===== config.mk =====
export PLATFORM = sky130hd
export DESIGN_NAME = ace_snoop_responder
export DESIGN_NICKNAME = d
export VERILOG_FILES = /design/src/rtl/ace_snoop_responder.sv
export SDC_FILE = /design/constraint.sdc
export NUM_CORES = 1
export LEC_CHECK = 0
export BUFFER_PORTS_ARGS = -buffer_cell sky130_fd_sc_hd__buf_2
export CORE_AREA = 2 2 211 213
export DETAILED_ROUTE_END_ITERATION = 7
export DIE_AREA = 0 0 213 215
export GPL_ROUTABILITY_DRIVEN = 1
export MAX_ROUTING_LAYER = met4
export PLACE_DENSITY = 0.65
export SLEW_MARGIN = 0
export SYNTH_ARGS = -nofsm -noshare
export SYNTH_HDL_FRONTEND = slang
export SYNTH_SLANG_ARGS = --single-unit

===== constraint.sdc =====
create_clock -name clk_i -period 3 [get_ports clk_i]
set_clock_uncertainty 0.2 [all_clocks]
set_input_delay 0.3 -clock clk_i [delete_from_list [all_inputs] [get_ports clk_i]]
set_output_delay 0.3 -clock clk_i [all_outputs]
set_load 0.01 [all_outputs]

===== src/rtl/ace_snoop_responder.sv =====
// ACE snoop responder: takes one AC snoop at a time, looks it up in the local cache,
// and answers on CR, streams the line on CD and issues the cache state update.
module ace_snoop_responder #(
   parameter int AddrWidth = 64,
   parameter int DataWidth = 64,
   parameter int LineBeats = 4
) (
   input  logic                           clk_i,
   input  logic                           rst_ni,
   input  logic                           ac_valid_i,
   output logic                           ac_ready_o,
   input  logic [AddrWidth-1:0]           ac_addr_i,
   input  logic [3:0]                     ac_snoop_i,
   input  logic [2:0]                     ac_prot_i,
   output logic                           cr_valid_o,
   input  logic                           cr_ready_i,
   output logic [4:0]                     cr_resp_o,
   output logic                           cd_valid_o,
   input  logic                           cd_ready_i,
   output logic [DataWidth-1:0]           cd_data_o,
   output logic                           cd_last_o,
   output logic                           lu_valid_o,
   input  logic                           lu_ready_i,
   output logic [AddrWidth-1:0]           lu_addr_o,
   output logic [2:0]                     lu_prot_o,
   input  logic                           lu_rvalid_i,
   input  logic                           lu_hit_i,
   input  logic                           lu_dirty_i,
   input  logic                           lu_unique_i,
   input  logic [LineBeats*DataWidth-1:0] lu_line_i,
   output logic                           upd_valid_o,
   input  logic                           upd_ready_i,
   output logic [AddrWidth-1:0]           upd_addr_o,
   output logic                           upd_inval_o,
   output logic                           upd_shared_o,
   output logic                           upd_clean_o
);

   localparam int BeatW = (LineBeats > 1) ? $clog2(LineBeats) : 1;
   localparam logic [BeatW-1:0] LastBeat = BeatW'(LineBeats - 1);

   typedef enum logic [1:0] {IDLE, LOOKUP, WAIT_RES, RESP} state_e;

   state_e state_q, state_d;

   logic [AddrWidth-1:0]                addr_q;
   logic [3:0]                          snoop_q;
   logic [2:0]                          prot_q;
   logic [LineBeats-1:0][DataWidth-1:0] line_q;
   logic [4:0]                          resp_q;
   logic [BeatW-1:0]                    beat_q;
   logic                                cr_pend_q, cd_pend_q, upd_pend_q;
   logic                                inval_q, shared_q, clean_q;

   // Response decode, valid only while the lookup result is on the bus
   logic [4:0] resp_d;
   logic       dt_d, upd_d, inval_d, shared_d, clean_d;
   logic       u, d;

   assign u = lu_unique_i;
   assign d = lu_dirty_i;

   // NOTE: every always_comb output gets a default first so no path leaves a latch.
   always_comb begin
      resp_d   = '0;
      dt_d     = 1'b0;
      upd_d    = 1'b0;
      inval_d  = 1'b0;
      shared_d = 1'b0;
      clean_d  = 1'b0;
      if (lu_hit_i) begin
         case (snoop_q)
            4'b0000: begin resp_d = {u, 1'b1, 1'b0, 1'b0, 1'b1}; dt_d = 1'b1; end
            4'b0001: begin
               resp_d = {u, 1'b1, d, 1'b0, 1'b1}; dt_d = 1'b1;
               upd_d = 1'b1; shared_d = 1'b1; clean_d = d;
            end
            4'b0010, 4'b0011: begin
               resp_d = {u, 1'b1, 1'b0, 1'b0, 1'b1}; dt_d = 1'b1;
               upd_d = 1'b1; shared_d = 1'b1;
            end
            4'b0111: begin
               resp_d = {u, 1'b0, d, 1'b0, 1'b1}; dt_d = 1'b1;
               upd_d = 1'b1; inval_d = 1'b1;
            end
            4'b1001: begin
               resp_d = {u, 1'b0, d, 1'b0, d}; dt_d = d;
               upd_d = 1'b1; inval_d = 1'b1;
            end
            4'b1000: begin
               resp_d = {u, 1'b1, d, 1'b0, d}; dt_d = d;
               upd_d = d; clean_d = d;
            end
            4'b1101: begin resp_d = {u, 4'b0000}; upd_d = 1'b1; inval_d = 1'b1; end
            default: ;
         endcase
      end
   end

   // Per-channel handshakes in RESP; the snoop ends when all pending channels drain
   logic cr_hs, cd_hs, upd_hs;
   logic cr_pend_d, cd_pend_d, upd_pend_d;

   assign cr_hs      = cr_pend_q && cr_ready_i;
   assign cd_hs      = cd_pend_q && cd_ready_i;
   assign upd_hs     = upd_pend_q && upd_ready_i;
   assign cr_pend_d  = cr_pend_q && !cr_hs;
   assign cd_pend_d  = cd_pend_q && !(cd_hs && beat_q == LastBeat);
   assign upd_pend_d = upd_pend_q && !upd_hs;

   always_comb begin
      state_d = state_q;
      case (state_q)
         IDLE:     if (ac_valid_i) state_d = LOOKUP;
         LOOKUP:   if (lu_ready_i) state_d = WAIT_RES;
         WAIT_RES: if (lu_rvalid_i) state_d = RESP;
         RESP:     if (!cr_pend_d && !cd_pend_d && !upd_pend_d) state_d = IDLE;
         default:  state_d = IDLE;
      endcase
   end

   // NOTE: sequential state uses non-blocking assignments only, so every register
   // samples the pre-edge value of its inputs.
   always_ff @(posedge clk_i or negedge rst_ni) begin
      if (!rst_ni) begin
         state_q    <= IDLE;
         addr_q     <= '0;
         snoop_q    <= '0;
         prot_q     <= '0;
         // NOTE: the line buffer is reset because it drives cd_data_o directly,
         // which must read zero out of reset.
         line_q     <= '0;
         resp_q     <= '0;
         beat_q     <= '0;
         cr_pend_q  <= 1'b0;
         cd_pend_q  <= 1'b0;
         upd_pend_q <= 1'b0;
         inval_q    <= 1'b0;
         shared_q   <= 1'b0;
         clean_q    <= 1'b0;
      end else begin
         state_q <= state_d;
         if (state_q == IDLE && ac_valid_i) begin
            addr_q  <= ac_addr_i;
            snoop_q <= ac_snoop_i;
            prot_q  <= ac_prot_i;
         end
         if (state_q == WAIT_RES && lu_rvalid_i) begin
            line_q     <= lu_line_i;
            resp_q     <= resp_d;
            beat_q     <= '0;
            cr_pend_q  <= 1'b1;
            cd_pend_q  <= dt_d;
            upd_pend_q <= upd_d;
            inval_q    <= inval_d;
            shared_q   <= shared_d;
            clean_q    <= clean_d;
         end else if (state_q == RESP) begin
            cr_pend_q  <= cr_pend_d;
            cd_pend_q  <= cd_pend_d;
            upd_pend_q <= upd_pend_d;
            if (cd_hs && beat_q != LastBeat) beat_q <= beat_q + 1'b1;
         end
      end
   end

   assign ac_ready_o   = (state_q == IDLE);
   assign lu_valid_o   = (state_q == LOOKUP);
   assign lu_addr_o    = addr_q;
   assign lu_prot_o    = prot_q;
   assign cr_valid_o   = cr_pend_q;
   assign cr_resp_o    = resp_q;
   assign cd_valid_o   = cd_pend_q;
   assign cd_data_o    = line_q[beat_q];
   assign cd_last_o    = cd_pend_q && (beat_q == LastBeat);
   assign upd_valid_o  = upd_pend_q;
   assign upd_addr_o   = addr_q;
   assign upd_inval_o  = inval_q;
   assign upd_shared_o = shared_q;
   assign upd_clean_o  = clean_q;

endmodule


### Word-level counts from Yosys, hierarchy flattened

Index checks and enable logic that the tools add are counted.

* input port bits: 338
* bits in registers: 342
* output and inout port bits: 209
* word-level logic and storage cells: 94

* reductions and logical operators: 32
* mux-type cells: 28
* add/sub/neg operators: 1
* order comparisons: 1
* equal/unequal tests: 16

Operators with widths (number)
* $bmux 64 s2: 1
* $mux 64: 1
* $pmux 5 s6: 1
* $mux 1: 14
* $mux 2: 7
* $logic_and 1x1->1: 13
* $eq 4x4->1 const B: 3
* $reduce_or 3->1: 3
* $eq 4x2->1 const B: 2
* $ne 2x2->1 const B: 4
* $pmux 2 s4: 1
* $eq 2x2->1 const B: 3
* $logic_not 1->1: 6
* $reduce_or 6->1: 1
* $mux 5: 1
* $reduce_or 5->1: 1
* $eq 4x1->1 const B: 1
* $eq 4x3->1 const B: 1
* $logic_not 4->1: 1
* $pmux 1 s2: 2
* $reduce_and 4->1: 1
* $reduce_bool 2->1: 2
* $reduce_or 2->1: 2
* $lt 2x3->1 const B: 1
* 5 further kinds: 5

### Longest topological paths before layout

* depth in word-level cells: 9
* depth in mapped cells: 8
* depth with buffers taken out: 6

### Least setup slack after synthesis

No wires, ideal clock.

* path type: register to output
* start point: reg beat_q[0]
* end point: out cd_data_o[10]
* cell stages (with the launch flop): 4
* arrival: 1.272 ns
* path slack: 1.228 ns
* data required time: 2.500 ns
* path through: dfrtp_1 buf_4 buf_6 mux4_2

* cells in the longest elaborated chain, start to end: 2

Ends and longest elaborated chain
* start: declaration: line 51 `logic [BeatW-1:0] beat_q;`
* start signal: assignment: line 162 `if (cd_hs && beat_q != LastBeat) beat_q <= beat_q + 1'b1;`
* $bmux 64 s2: line 174 `assign cd_data_o = line_q[beat_q];`
* $mux 64 (not written as such): line 174
* end: declaration: line 20 `output logic [DataWidth-1:0] cd_data_o,`

No other way between the ends. The select of a mux whose other input is x is not followed.

### Worst setup path in the final report

* start point: reg beat_q[0]
* end point: out cd_data_o[1]

The elaborated chain is that of the path after synthesis.

==> results.txt <==
Of the total power, registers draw 0.381. Synthesis produced 1,462 cells. In this run the horizontal extent of the chip is 213 µm.

The total I/O pin count came out at 547. Of all nets on the critical path, the largest fanout is 34. The clock reaches the later pin of the worst-skew pair after 550 ps. The starting DRC count in detailed routing is 1,105.

Sorting the synthesized cells by area gives the leading types as sky130_fd_sc_hd__dfrtp_1 (57%), sky130_fd_sc_hd__nand2_1 (19%), sky130_fd_sc_hd__mux4_2 (9.6%), sky130_fd_sc_hd__mux2_2 (5.3%), sky130_fd_sc_hd__buf_4 (3.7%). The per-cell via count in the routed design is 4.77. After layout, the minimum clock period comes to 2640 ps. Of the total power, the share spent switching nets is 0.367. The combinational group share of total power is 0.390. The worst setup path is launched from a flip-flop. Counting instances in the post-synthesis netlist gives the leading cell types as sky130_fd_sc_hd__nand2_1 (779), sky130_fd_sc_hd__dfrtp_1 (341), sky130_fd_sc_hd__buf_4 (75). The number of antenna violations at the first check in global routing came out at 8. The share of the yosys chip area belonging to registers is 0.567.

The max-cap violation count is 0. The share of layout cells above drive strength 1 is 0.339. The starting density of the core is 0.345. Summing over every cut layer, the via total after detailed routing is 13.7k.

In the synthesized netlist the async set-or-reset flop fraction comes to 1.00. The library cell with the highest instance count after synthesis is sky130_fd_sc_hd__nand2_1. For the worst setup path, the data required time is 2500 ps. The global router's overall resource usage is 0.234.

Entering global routing, the biggest net connects 119 pins. CTS saw 341 sinks. The worst hold path terminates at state_q[0]. On the final layout, the worst hold slack is 50.6 ps. The worst-margin pin slew came out at 672 ps. The post-synth design cell area is 15,100 µm².

The worst register-to-register path ends at line_q[105]. The synthesized design spends more area on one cell type than any other, namely sky130_fd_sc_hd__dfrtp_1. The part of the cycle the worst path needs is 0.880.

The number of synthesis warnings is 0. The internal power of the cells is 13.6 mW. The total of cells resized after clock tree synthesis came out at 0. The routed wire length per instance came out at 18.1 µm. Of the total power, the clock network draws 0.228.

The average footprint of a synthesized cell came out at 10.3 µm². The port buffer count came out at 545. The number of fill cells came out at 3,705. The final setup violation count is 0.

TritonCTS built the clock tree. The count of cell types in the netlist is 38. The max-slew headroom at the worst pin is 0.552. STA classifies the critical path endpoint as an output port. The synthesized net count came out at 1,805. The synthesis-to-layout area growth came out at 50.2%. Among all flip-flop cells after synthesis, the most frequent one is sky130_fd_sc_hd__dfrtp_1.

The worst register-to-register path begins at state_q[0]. Routability-driven placement finished with a final weighted congestion of 0.911. In this run the static leakage power is 11.7 nW. The classification of the worst-slack hold path is in2reg. The site row count is 77. The HPWL after detailed placement is 32,500 µm. The max-slew violation count is 0. Clock tree synthesis inserted a total of 40 buffers. The number of hold violations in the final report came to 0. The achievable clock frequency came out at 379 MHz. The first-pass GRT wire length came out at 81,200 µm. The area of the die is 45,800 µm².

The reported net switching power came out at 7.91 mW. Counting flops and latches in the post-synthesis netlist gives 341. Yosys mapped a number of flops with a built-in enable equal to 0. The net total in the final layout is 2,600. The depth of the worst register-to-register path is 7. The arrival time of data at the critical path endpoint came out at 2140 ps.

The power density over cell area is 953 nW/µm². The area share of the leading cell type in the synthesized netlist came out at 0.567. The floorplan step set the die height to 215 µm.

The setup TNS is 0 ps. The flow ran to the end, and the final reports show no timing, DRC or antenna violations. The tree is rooted in a sky130_fd_sc_hd__clkbuf_16. The via count of the first global-routing pass came out at 15.1k.

The number of buffers between clock root and the deepest sink came out at 3. The H-tree depth reported by CTS is 2. In this run the remaining antenna-violating nets after routing total 0.

VDD sags by at most 0.579 mV. The routed wire length came out at 52,100 µm. Setup repair after global routing left no endpoint under its margin. The first-pass iteration count of the detailed router came out at 5. Across all register-to-register paths, the minimum setup slack is 750 ps. The number of cells traversed by the worst hold path came out at 5.

After floorplanning, the core was sized to cover 43,600 µm². The type of the setup path with the least slack is reg2out. The beginning of the worst hold path is lu_ready_i. The total congestion overflow is 0.

In the routed design, unresolved DRC markers number 0. The clock slew at the register clock pins of the worst setup and hold paths is 60 ps.
==> area by class of cell <==
class | count | area (µm²) | share of cell area
flip-flops and latches | 341 | 8540 | 0.378
inverters | 9 | 33.8 | 0.00149
clock inverters | 16 | 164 | 0.00725
clock buffers | 53 | 1160 | 0.0513
well taps | 592 | 741 | 0.0328
multi-input cells | 965 | 5570 | 0.246
repair buffers | 900 | 6390 | 0.282
diodes | 8 | 20.0 | 0.000885
==> through the flow <==
| stage | total power, mW | setup WS [ps] | std cells | util | instance area (µm²) |
|---|---|---|---|---|---|
| after floorplan | 13.4 | 1230 | 1462 | - | 15100 |
| after global placement | 15.8 | 911 | 2474 | 0.411 | 17900 |
| after detailed placement | 16.1 | 833 | 2474 | 0.411 | 17900 |
| after CTS | 21.5 | 304 | 2876 | 0.518 | 22600 |
| after global routing | 22.9 | 269 | 2884 | 0.518 | 22600 |
| final | 21.5 | 361 | 2884 | 0.518 | 22600 |
==> layer usage <==
layer / vias to the layer above / wire length, µm / track usage
met5: - / 0 / -
met4: 0 / 2320 / 0.115
met3: 190 / 3770 / 0.0647
met2: 585 / 25700 / 0.379
met1: 6735 / 20300 / 0.267
li1: 6239 / - / -
==> worst max-delay path by stage <==
| stage | endpoint | cells after the start | from | slack (ps) |
|---|---|---|---|---|
| 3_5_place_dp | line_q[105] | 7 | state_q[0] | 830 |
| 2_1_floorplan | cd_data_o[10] | 3 | beat_q[0] | 1230 |
| 6_report | cd_data_o[1] | 3 | beat_q[0] | 360 |
| 5_1_grt | cd_data_o[1] | 3 | beat_q[0] | 270 |
| 4_1_cts | cd_data_o[1] | 3 | beat_q[0] | 300 |
| 3_3_place_gp | line_q[218] | 7 | state_q[0] | 910 |
==> cell families (layout without fill, tap and decap cells) <==
kind of cell,after synthesis,after routing,synth area share
xor gates and xnor gates,2,2,0.00116
DFF,341,341,0.567
adders and majority gates,5,5,0.00415
buffers and inverters,156,978,0.0643
other,1,9,0.000249
and+or+nand+nor,795,795,0.200
muxes,139,139,0.152
AOI/OAI and AO/OA,23,23,0.0117
==> state kept, by name (all words and copies together) (netlist names) <==
name / count
lu_prot_o: 3
upd_shared_o: 1
cr_resp_o: 4
upd_inval_o: 1
state_q: 2
lu_addr_o: 64
cd_valid_o: 1
snoop_q: 4
upd_valid_o: 1
upd_clean_o: 1
beat_q: 2
line_q: 256
cr_valid_o: 1
==> cells in the final DEF, fill, tap and decap left out, types with 2 or more instances in the layout <==
cell type	netlist	layout
sky130_fd_sc_hd__mux2_2	71	71
sky130_fd_sc_hd__dfrtp_4	0	2
sky130_fd_sc_hd__clkbuf_1	15	3
sky130_fd_sc_hd__o32a_1	2	2
sky130_fd_sc_hd__clkbuf_8	0	9
sky130_fd_sc_hd__buf_12	0	12
sky130_fd_sc_hd__a21oi_1	4	4
sky130_fd_sc_hd__o21ai_0	4	4
sky130_fd_sc_hd__nand2b_1	2	2
sky130_fd_sc_hd__clkbuf_16	0	41
sky130_fd_sc_hd__a222oi_1	2	2
sky130_fd_sc_hd__nand4b_1	2	2
sky130_fd_sc_hd__bufinv_16	0	3
sky130_fd_sc_hd__nand2_1	779	777
sky130_fd_sc_hd__buf_4	75	10
sky130_fd_sc_hd__dlygate4sd3_1	0	333
sky130_fd_sc_hd__ha_1	5	5
sky130_fd_sc_hd__xor2_1	2	2
sky130_fd_sc_hd__clkinv_2	0	10
sky130_fd_sc_hd__diode_2	0	8
sky130_fd_sc_hd__a221oi_1	2	2
sky130_fd_sc_hd__clkinvlp_4	0	2
sky130_fd_sc_hd__nor2_1	5	5
sky130_fd_sc_hd__inv_1	9	9
sky130_fd_sc_hd__dfrtp_1	341	339
sky130_fd_sc_hd__buf_2	51	544
sky130_fd_sc_hd__mux2i_1	3	3
sky130_fd_sc_hd__mux4_2	64	64
==> critical path: stages, from the launching register on <==
cell and delay (ps):
sky130_fd_sc_hd__dfrtp_4 470, sky130_fd_sc_hd__buf_12 300, sky130_fd_sc_hd__mux4_2 600, sky130_fd_sc_hd__buf_2 180
==> power groups by stage <==
| stage | registers [mW] | logic, mW | clock network [mW] |
|---|---|---|---|
| floorplan | 7.98 | 5.44 | 0 |
| global placement | 8.08 | 7.76 | 0 |
| finish | 8.22 | 8.41 | 4.92 |
| global route | 8.45 | 9.20 | 5.24 |
| detailed placement | 8.20 | 7.95 | 0 |
| CTS | 8.14 | 8.34 | 5.05 |
==> timing repair <==
item / CTS / global route
setup buffers: 0 / 0
endpoints found under the hold margin: 404 / 0
hold buffers: 333 / 0
No activity file was read; power rests on OpenSTA's default activity.
